===== src/rtl/expander_input_poller_pkg.sv =====
// Shared constants for the GPIO expander poller and the power/config sequencer.
package expander_input_poller_pkg;

  typedef enum logic [2:0] {
    ST_IDLE   = 3'd0,
    ST_WR_PTR = 3'd1,
    ST_RD_LO  = 3'd2,
    ST_RD_HI  = 3'd3,
    ST_UPDATE = 3'd4,
    ST_ERR    = 3'd5
  } poll_state_e;

  localparam logic [7:0] EXP_ADDRESS = 8'h25;

  localparam logic [7:0] INPUT0  = 8'h00;
  localparam logic [7:0] INPUT1  = 8'h01;
  localparam logic [7:0] OUTPUT0 = 8'h02;
  localparam logic [7:0] OUTPUT1 = 8'h03;
  localparam logic [7:0] CONFIG0 = 8'h06;
  localparam logic [7:0] CONFIG1 = 8'h07;

  function automatic logic [7:0] addr_byte(input logic [7:0] addr, input logic rd);
    return {addr[7:1], rd};
  endfunction

  function automatic int tick_period(input int clk_rate, input int poll_rate);
    int p;
    p = (poll_rate > 0) ? clk_rate / poll_rate : 1;
    return (p < 1) ? 1 : p;
  endfunction

endpackage


===== src/rtl/expander_input_poller_tick_gen.sv =====
// Poll-rate divider: one-cycle tick every PERIOD cycles while enabled.
module poll_tick_gen #(
  parameter int PERIOD = 48000
) (
  input  logic clk48_i,
  input  logic reset_n_i,
  input  logic enable_i,
  output logic tick_o
);

  localparam int CNT_W = (PERIOD > 1) ? $clog2(PERIOD) : 1;

  logic [CNT_W-1:0] cnt_q, cnt_d;
  logic             wrap;

  assign wrap   = (cnt_q == CNT_W'(PERIOD - 1));
  assign tick_o = enable_i & wrap;

  always_comb begin
    cnt_d = cnt_q;
    if (!enable_i)  cnt_d = '0;
    else if (wrap)  cnt_d = '0;
    else            cnt_d = cnt_q + CNT_W'(1);
  end

  always_ff @(posedge clk48_i or negedge reset_n_i) begin
    if (!reset_n_i) cnt_q <= '0;
    else            cnt_q <= cnt_d;
  end

endmodule


===== src/rtl/expander_input_poller.sv =====
// Polls the 16-bit input port of the I2C GPIO expander through i2c_master.
// Optional debounce filter: EXPANDER_POLLER_DEBOUNCE_EN.
module expander_input_poller
  import expander_input_poller_pkg::*;
#(
  parameter int INPUT_CLK_RATE = 48000000,
  parameter int POLL_RATE_HZ   = 1000,
`ifdef EXPANDER_POLLER_DEBOUNCE_EN
  parameter int DEBOUNCE_SAMPLES = 3,
`endif
  parameter logic [7:0] ADDRESS   = EXP_ADDRESS,
  parameter logic [7:0] INPUT_REG = INPUT0
) (
  input  logic        clk48,
  input  logic        reset_n,
  input  logic        enable,
  input  logic        poll_req,
  input  logic        transfer_ready,
  input  logic        interrupt,
  input  logic        nack,
  input  logic        address_err,
  input  logic [7:0]  data_rx,
  output logic        transfer_start,
  output logic        transfer_continues,
  output logic [7:0]  address,
  output logic [7:0]  data_tx,
  output logic [15:0] port_value,
  output logic        value_valid,
  output logic        changed,
  output logic        busy,
  output logic        nack_err
);

  localparam int PERIOD = tick_period(INPUT_CLK_RATE, POLL_RATE_HZ);
  localparam int CNT_W  = (PERIOD > 1) ? $clog2(PERIOD) : 1;

  poll_state_e      state_q, state_d;
  logic             pending_q, pending_d;
  logic             start_q, start_d;
  logic             cont_q, cont_d;
  logic [7:0]       addr_q, addr_d;
  logic [7:0]       dtx_q, dtx_d;
  logic [7:0]       lo_q, lo_d;
  logic [7:0]       hi_q, hi_d;
  logic [15:0]      port_q, port_d;
  logic             valid_q, valid_d;
  logic             changed_q, changed_d;
  logic             busy_q, busy_d;
  logic             nerr_q, nerr_d;
  logic [CNT_W-1:0] errcnt_q, errcnt_d;
  logic             tick;
  logic             fail;
  logic             accept;
  logic [15:0]      rd_val;

`ifdef EXPANDER_POLLER_DEBOUNCE_EN
  logic [15:0] cand_q, cand_d;
  logic [1:0]  dbcnt_q, dbcnt_d;
`endif

  poll_tick_gen #(.PERIOD(PERIOD)) u_tick (
    .clk48_i   (clk48),
    .reset_n_i (reset_n),
    .enable_i  (enable),
    .tick_o    (tick)
  );

  assign rd_val = {hi_q, lo_q};

  always_comb begin
    state_d   = state_q;
    pending_d = pending_q | tick | poll_req;
    start_d   = start_q;
    cont_d    = cont_q;
    addr_d    = addr_q;
    dtx_d     = dtx_q;
    lo_d      = lo_q;
    hi_d      = hi_q;
    port_d    = port_q;
    valid_d   = valid_q;
    changed_d = 1'b0;
    busy_d    = busy_q;
    nerr_d    = nerr_q;
    errcnt_d  = errcnt_q;
    fail      = 1'b0;
    accept    = 1'b0;
`ifdef EXPANDER_POLLER_DEBOUNCE_EN
    cand_d    = cand_q;
    dbcnt_d   = dbcnt_q;
`endif

    case (state_q)
      ST_IDLE: begin
        if (pending_q && transfer_ready) begin
          start_d   = 1'b1;
          cont_d    = 1'b1;
          addr_d    = addr_byte(ADDRESS, 1'b0);
          dtx_d     = INPUT_REG;
          busy_d    = 1'b1;
          pending_d = tick | poll_req;
          state_d   = ST_WR_PTR;
        end
      end
      ST_WR_PTR: begin
        if (interrupt) begin
          if (address_err || nack) begin
            fail = 1'b1;
          end else begin
            start_d = 1'b1;
            cont_d  = 1'b1;
            addr_d  = addr_byte(ADDRESS, 1'b1);
            state_d = ST_RD_LO;
          end
        end
      end
      ST_RD_LO: begin
        if (interrupt) begin
          if (address_err) begin
            fail = 1'b1;
          end else begin
            // dropping both strobes makes the master NACK+STOP the high byte
            lo_d    = data_rx;
            start_d = 1'b0;
            cont_d  = 1'b0;
            state_d = ST_RD_HI;
          end
        end
      end
      ST_RD_HI: begin
        if (interrupt) begin
          if (address_err) begin
            fail = 1'b1;
          end else begin
            hi_d    = data_rx;
            state_d = ST_UPDATE;
          end
        end
      end
      ST_UPDATE: begin
`ifdef EXPANDER_POLLER_DEBOUNCE_EN
        if (rd_val == cand_q && dbcnt_q != 2'd0) begin
          dbcnt_d = (dbcnt_q == 2'd3) ? 2'd3 : dbcnt_q + 2'd1;
        end else begin
          cand_d  = rd_val;
          dbcnt_d = 2'd1;
        end
        accept = (int'(dbcnt_d) >= DEBOUNCE_SAMPLES);
`else
        accept = 1'b1;
`endif
        if (accept) begin
          port_d    = rd_val;
          valid_d   = 1'b1;
          changed_d = (rd_val != port_q) || !valid_q;
        end
        nerr_d  = 1'b0;
        busy_d  = 1'b0;
        state_d = ST_IDLE;
      end
      ST_ERR: begin
        if (errcnt_q == '0) state_d = ST_IDLE;
        else                errcnt_d = errcnt_q - CNT_W'(1);
      end
      default: state_d = ST_IDLE;
    endcase

    // back off for one full poll period before retrying
    if (fail) begin
      start_d  = 1'b0;
      cont_d   = 1'b0;
      nerr_d   = 1'b1;
      busy_d   = 1'b0;
      errcnt_d = CNT_W'(PERIOD - 1);
      state_d  = ST_ERR;
    end
  end

  always_ff @(posedge clk48 or negedge reset_n) begin
    if (!reset_n) begin
      state_q   <= ST_IDLE;
      pending_q <= 1'b0;
      start_q   <= 1'b0;
      cont_q    <= 1'b0;
      addr_q    <= addr_byte(ADDRESS, 1'b0);
      dtx_q     <= '0;
      lo_q      <= '0;
      hi_q      <= '0;
      port_q    <= '0;
      valid_q   <= 1'b0;
      changed_q <= 1'b0;
      busy_q    <= 1'b0;
      nerr_q    <= 1'b0;
      errcnt_q  <= '0;
    end else begin
      state_q   <= state_d;
      pending_q <= pending_d;
      start_q   <= start_d;
      cont_q    <= cont_d;
      addr_q    <= addr_d;
      dtx_q     <= dtx_d;
      lo_q      <= lo_d;
      hi_q      <= hi_d;
      port_q    <= port_d;
      valid_q   <= valid_d;
      changed_q <= changed_d;
      busy_q    <= busy_d;
      nerr_q    <= nerr_d;
      errcnt_q  <= errcnt_d;
    end
  end

`ifdef EXPANDER_POLLER_DEBOUNCE_EN
  always_ff @(posedge clk48 or negedge reset_n) begin
    if (!reset_n) begin
      cand_q  <= '0;
      dbcnt_q <= '0;
    end else begin
      cand_q  <= cand_d;
      dbcnt_q <= dbcnt_d;
    end
  end
`endif

  assign transfer_start     = start_q;
  assign transfer_continues = cont_q;
  assign address            = addr_q;
  assign data_tx            = dtx_q;
  assign port_value         = port_q;
  assign value_valid        = valid_q;
  assign changed            = changed_q;
  assign busy               = busy_q;
  assign nack_err           = nerr_q;

endmodule


===== config.mk =====
export PLATFORM = sky130hd
export DESIGN_NAME = expander_input_poller
export DESIGN_NICKNAME = d
export VERILOG_FILES = /design/src/rtl/expander_input_poller_pkg.sv /design/src/rtl/expander_input_poller_tick_gen.sv /design/src/rtl/expander_input_poller.sv
export SDC_FILE = /design/constraint.sdc
export NUM_CORES = 1
export LEC_CHECK = 0
export BUFFER_PORTS_ARGS = -buffer_cell sky130_fd_sc_hd__buf_2
export CAP_MARGIN = 0
export CORE_ASPECT_RATIO = 0.8
export CORE_UTILIZATION = 57
export DETAILED_ROUTE_END_ITERATION = 10
export PLACE_DENSITY = 0.83
export SLEW_MARGIN = 0
export SYNTH_ARGS = -nofsm -noshare
export SYNTH_HDL_FRONTEND = slang
export SYNTH_SLANG_ARGS = --single-unit

===== constraint.sdc =====
create_clock -name clk48 -period 1.9 [get_ports clk48]
set_input_delay 0.095 -clock clk48 [delete_from_list [all_inputs] [get_ports clk48]]
set_output_delay 0.095 -clock clk48 [all_outputs]
set_load 0.02 [all_outputs]

[Yosys cells after proc, flatten, opt, wreduce, memory -nomap -nowiden]
Index checks and enable logic that the tools add are counted.
Word-level totals
  output and inout port bits: 38
  bits of input ports: 16
  logic and storage cells: 96
  register bits: 81
Operators by class
  add/subtract/negate cells: 2
  muxes and demuxes: 38
  eq/ne operators: 19
  bitwise operators: 5
  reduce and logical (&&, ||, !) cells: 19
Operators with widths (number)
  $mux W16: 5
  $mux W3: 9
  $mux W8: 3
  $ne A3 B3 Y1 const B: 8
  $add A16 B1 Y16 const B: 1
  $eq A16 B16 Y1 const B: 1
  $logic_not A16 Y1: 1
  $mux W1: 16
  $ne A16 B16 Y1: 1
  $pmux W8 S2: 1
  $sub A16 B1 Y16 const B: 1
  $pmux W3 S5: 1
  $ne A2 B2 Y1 const B: 4
  $reduce_and A8 Y1: 1
  $eq A3 B2 Y1 const B: 2
  $eq A3 B3 Y1 const B: 2
  $reduce_and A3 Y1: 2
  $reduce_and A6 Y1: 1
  $reduce_bool A2 Y1: 3
  $pmux W1 S2: 2
  $reduce_and A2 Y1: 2
  $reduce_and A4 Y1: 1
  $reduce_bool A4 Y1: 1
  $eq A3 B1 Y1 const B: 1
  10 further kinds: 13

[Logic depth before layout (Yosys ltp)]
  word-level depth: 6
  depth in mapped cells: 6
  gate-level depth less buffers: 6

[Hierarchy]
From an unflattened synthesis, not the netlist that was laid out.
Second synthesis, totals
  cell total of the unflattened synthesis: 379
  area, all modules: 3794.9 um^2
Modules (own cells, without submodules)
  expander_input_poller: area each 2990.4 um^2, cells each 298, sequential area each 1451.4 um^2, instances 1
  poll_tick_gen: area each 804.5 um^2, cells each 81, sequential area each 400.4 um^2, instances 1

[Worst setup path after synthesis]
No wires, ideal clock.
  path type: register to register
  start point: register errcnt_q[0]
  end point: register state_q[0]
  path buffers: 0
  required time: 1774 ps
  period minus slack after synthesis: 1725 ps
  data arrival time: 1599 ps
  cell stages (with the launch flop): 7
  setup time: 126 ps
  path slack: 175 ps
  path through: dfrtp_1 -> inv_1 -> ha_1 -> nor4b_2 -> nand4_1 -> and2_1 -> a2bb2oi_1
Between the ends
  word-level cells in the longest chain between the ends: 3
Ends and longest elaborated chain
  start: declaration: line expander_input_poller.sv:50  | logic [CNT_W-1:0] errcnt_q, errcnt_d;
  start signal: assignment: line expander_input_poller.sv:208  | errcnt_q <= errcnt_d;
  $logic_not A16 Y1: line expander_input_poller.sv:161  | if (errcnt_q == '0) state_d = ST_IDLE;
  $ne A3 B3 Y1 (no line)
  $reduce_and A8 Y1 (no line)
  end signal: assignment: line expander_input_poller.sv:195  | state_q <= state_d;
  end: declaration: line expander_input_poller.sv:37  | poll_state_e state_q, state_d;
No other way between the ends.
A chain may end at the register's enable or synchronous reset.

[Worst setup path in the final report]
  start point: register errcnt_q[1]
  end point: register errcnt_q[3]
Between the ends
  word-level cells in the longest chain between the ends: 4
  elaborated cells between the ends (all ways): 7
  classes of those cells: 1 x add/sub; 1 x eq/ne; 3 x mux; 2 x reduce/logical
Ends and longest elaborated chain
  $sub A16 B1 Y16: line expander_input_poller.sv:162  | else errcnt_d = errcnt_q - CNT_W'(1);
  $mux W16: line expander_input_poller.sv:161
  $mux W16: line expander_input_poller.sv:92  | case (state_q)
  $mux W16: line expander_input_poller.sv:168  | if (fail) begin
Parallel ways exist; a longest one is shown, timed or not. The select of a mux whose other input is x is not followed.

==> results.txt <==
- Data on the critical path arrives at its endpoint at 2.05 ns.
- The worst path meets setup with 0.114 ns of slack.
* # Max-Cap Violations: 0
- Clock tree from TritonCTS: yes
* Gate count after technology mapping: ~330
* Number of design rule violations left after detail routing: 0
- Placed wire-length estimate: around 5200 µm
- Num Clock Sinks: 74
- Largest net degree at the start of global routing: 75
* Critical Path Start: errcnt_q[1]$_DFFE_PN0P_
- Measured along the x axis, the die boundary spans 92.4 µm.
- Net switching component of the power: 1.99 mW
- GRT Total Usage: between 20% and 30%
- Setup repair after global routing could not meet its margin everywhere.
- The count of nets left with antenna violations once routing finished came out at 0.
* CP max-delay cell: sky130_fd_sc_hd__dfrtp_1
- Starting Density: between 60% and 70%
* Yosys cell types: 54
- In this run the register-to-register setup slack is about 0.11 ns.
- Endpoint of the worst register-to-register path: errcnt_q[3]$_DFFE_PN0P_
* Avg Vias per Cell: between 5 and 6
- First-pass iteration count of the detailed router: 4
* Via count: ~2800
- The total count of max-transition violations in the final report came to 0.
- Post-Place Worst Slack: -0.0716 ns
- The clock arrives with approximately 0.012 ns of skew.
- The floorplan step set the die height to between 70 and 80 µm.
- Including well taps, the total number of placed cells is between 400 and 500.
* Beginning of the worst register-to-register path: errcnt_q[1]$_DFFE_PN0P_
- For this block, the initial DRC count from the detailed router was approximately 190.
- Number of levels the H-tree was split into: 3
- In this run, synthesis produced a sequential element count of 74.
- For the worst setup path, the data required time is 2.17 ns.
- Vias in the first global route: between 2000 and 3000
* Post-synth ARST share: 100%
- Wire length of the first global-routing pass: approximately 13000 µm
- For the worst-skew pair, the clock arrives at the later sink with an insertion delay of ~0.35 ns.
- Counting buffers and inverters, the worst setup path is 7 cells deep.
- After layout, the worst path uses a little over nine tenths of the clock period.
* Cell chain of the critical path: inv_1 > ha_1 > nor4b_4 > nand4_1 > buf_4 > and2_1 > a31oi_1
- Antenna cells: 0
- Top-level port count: 54
* Slowest Stage Delay on Critical Path: about 0.4 ns
- Final Routed Wirelength: slightly below 8000 µm
- Crit path buffers/inverters: 2
* Hold violation total from the final report: 0
* Average footprint of a synthesized cell: between 10 and 15 µm²
- The area growth from synthesis to layout is 17.4%.
- Sequential cells were found to cover 49.7% of the synthesized design area.
- Final setup vio count: 0
- Combinational Power Share: 35.5%
- Count of input and output buffers: 38
* Most used DFF post-synth: sky130_fd_sc_hd__dfrtp_1
* Number of nets at the end of the flow: 415
- Yosys Warn Count: 0
- R2R cell count: 7
- At the end of the flow the core is filled with cells to between 70% and 80%.
- Based on the critical path, the design can be clocked at up to ~560 MHz.
- Fraction of layout cells with a size suffix above 1: around 30%
- Die area: between 0.006 and 0.007 mm²
* Worst voltage drop across the vdd grid: about 0.85 mV
- Clock-pin slew was measured on the worst setup and hold paths at approximately 0.08 ns.
- Total global routing overflow: 0
* Final weighted congestion in routability-driven placement: around 0.84
- Std-Cell Rows: 25
* Filler-free cell count of the finished design: around 480
* Ratio of total power to cell area: between 1000 and 1500 mW/mm²
* Antenna violations before repair: 0
- The synthesized design contains 0 enable-type register cells.
- Clk pwr share: between 20% and 30%
* Critical Path Start Type: flop
- Dividing the detail-routed wire length by the instance count gives about 16 µm.
- The run finished with clean final reports.
- The cell area that synthesis handed to floorplanning was approximately 0.0037 mm².
- Internal Dissipation: ~3.4 mW
* Critical path type: flop to flop
- CTS Buf Count: 9
- Root buffer selected by CTS: sky130_fd_sc_hd__clkbuf_8
- Worst hold path type: input port to flop
- The kind of cell with the highest combined delay along the critical path is simple AND/OR/NAND/NOR gates.
* Final min period: about 1.8 ns
- Net Sw Frac: between 30% and 40%
* Capture point of the critical path: errcnt_q[3]$_DFFE_PN0P_
* Largest fanout on the critical path: 8
- Proportion of power drawn by flip-flops and latches: between 40 and 50%
- Counting the fill cells in the layout gives between 400 and 500.
- STA classifies the critical path endpoint as a flop.
* Leakage Power: between 1.5 and 2 nW
- The total area inside the core boundary comes to a little over 0.006 mm².
- Counting along the longest clock path gives a buffer depth of 2.
[cell usage in the layout, fill, tap and decap left out, types with 9 or more instances in the layout]
master / n
sky130_fd_sc_hd__dfrtp_1: 74
sky130_fd_sc_hd__buf_2: 38
sky130_fd_sc_hd__mux2_2: 32
sky130_fd_sc_hd__xnor2_1: 25
sky130_fd_sc_hd__nor2_1: 24
sky130_fd_sc_hd__conb_1: 15
sky130_fd_sc_hd__buf_4: 15
sky130_fd_sc_hd__nand2_1: 12
sky130_fd_sc_hd__nand3_1: 11
sky130_fd_sc_hd__clkbuf_8: 11
sky130_fd_sc_hd__dlygate4sd3_1: 10
sky130_fd_sc_hd__nor3_1: 9
[repair_timing]
| item | 4_1_cts | 5_1_grt |
|---|---|---|
| buffers inserted | 1 | 0 |
| pin swaps | 1 | 1 |
| resized for setup | 0 | 8 |
| endpoints found under the setup margin | 8 | 11 |
| hold endpoints to repair | 88 | 0 |
| hold buffers | 10 | 0 |
[power groups by stage]
stage / Combinational, mW / Clock, mW / Sequential (mW)
2_1_floorplan: 1.15 / 0 / 2.53
3_3_place_gp: 1.82 / 0 / 2.32
3_5_place_dp: 1.88 / 0 / 2.35
4_1_cts: 1.91 / 1.18 / 2.33
5_1_grt: 2.11 / 1.23 / 2.39
6_report: 1.92 / 1.16 / 2.33
[kinds of logic after synthesis]
| group | after synthesis | share of synthesized area, % |
|---|---|---|
| flops | 74 | 49.7 |
| buf+inv | 32 | 5.47 |
| compound gates | 42 | 7.59 |
| other cells | 2 | 0.202 |
| mux | 39 | 11.6 |
| xor+xnor | 28 | 6.58 |
| fa+ha+maj | 3 | 1.01 |
| simple gates | 111 | 17.9 |
[state kept, by name, summed over array words and instances, names as in the netlist, 3 cells and up]
register	cells
u_tick.cnt_q	16
hi_q	8
errcnt_q	16
lo_q	8
state_q	3
port_value	16
[worst min path at each step]
stage / from / end / slack [ns] / cells past startpoint
floorplan: reset_n / address[0]$_DFFE_PN0P_ / -0.20 / 0
global placement: reset_n / u_tick.cnt_q[15]$_DFF_PN0_ / 0.15 / 2
detailed placement: reset_n / u_tick.cnt_q[15]$_DFF_PN0_ / 0.15 / 2
CTS: data_rx[4] / hi_q[4]$_DFFE_PN0P_ / 0.005 / 2
global route: data_rx[4] / hi_q[4]$_DFFE_PN0P_ / 0.009 / 2
finish: data_rx[4] / hi_q[4]$_DFFE_PN0P_ / 0.02 / 2
[layout make-up]
cell class / count / area (µm²) / share of cell area [%]
clock buffers: 11 / 151 / 3.46
flip-flops and latches: 74 / 1850 / 42.3
well taps: 81 / 101 / 2.32
inverters: 8 / 30.0 / 0.686
multi-input cells: 238 / 1760 / 40.2
clock inverters: 5 / 37.5 / 0.858
repair buffers: 65 / 443 / 10.1
[synthesized netlist by cell type (all sizes together) (3+ instances only)]
cell    instances  area (µm²)
nor3           12        75.1
nand2b          5        31.3
nand2          12        45.0
nand4           9        71.3
or4             6        48.8
xnor2          25         219
mux2i           7        70.1
nor4            9        71.3
xor2            3        26.3
buf            23         170
a31oi           5        31.3
dfrtp          74        1850
and4            3        26.3
ha              3        37.5
nor2           25        93.8
o21ai           9        45.0
a21oi           8        40.0
mux2           32         360
or3             4        25.0
and2            5        31.3
nand3          12        72.6
inv             8        30.0
[stage by stage]
stage                     hold WS (ns)  area, µm²  total power, mW  TNS [ns]
final                           0.0229       4370             5.41         0
after global routing           0.00882       4370             5.73   -0.0159
after CTS                      0.00479       4330             5.42         0
after detailed placement         0.152       4040             4.23    -0.125
after global placement           0.151       4040             4.14         0
after floorplan                 -0.201       3770             3.68         0
[worst reg2reg max path, delay by kind of cell (launching register included)]
family	cells	cell delay, ns
AOI/OAI and AO/OA	1	0.20
adders and majority gates	1	0.14
buffers and inverters	2	0.29
DFF	1	0.40
and+or+nand+nor	3	0.67
[per-layer routing]
layer  vias up  track usage (%)  share of wire, %
li1       1294                -                 -
met1      1387             32.2                45
met2        87             41.2                48
met3         8             6.65               5.7
met4         0             9.55               1.3
met5         -                0                 0
Note: power is estimated with default switching activity, not from simulation.
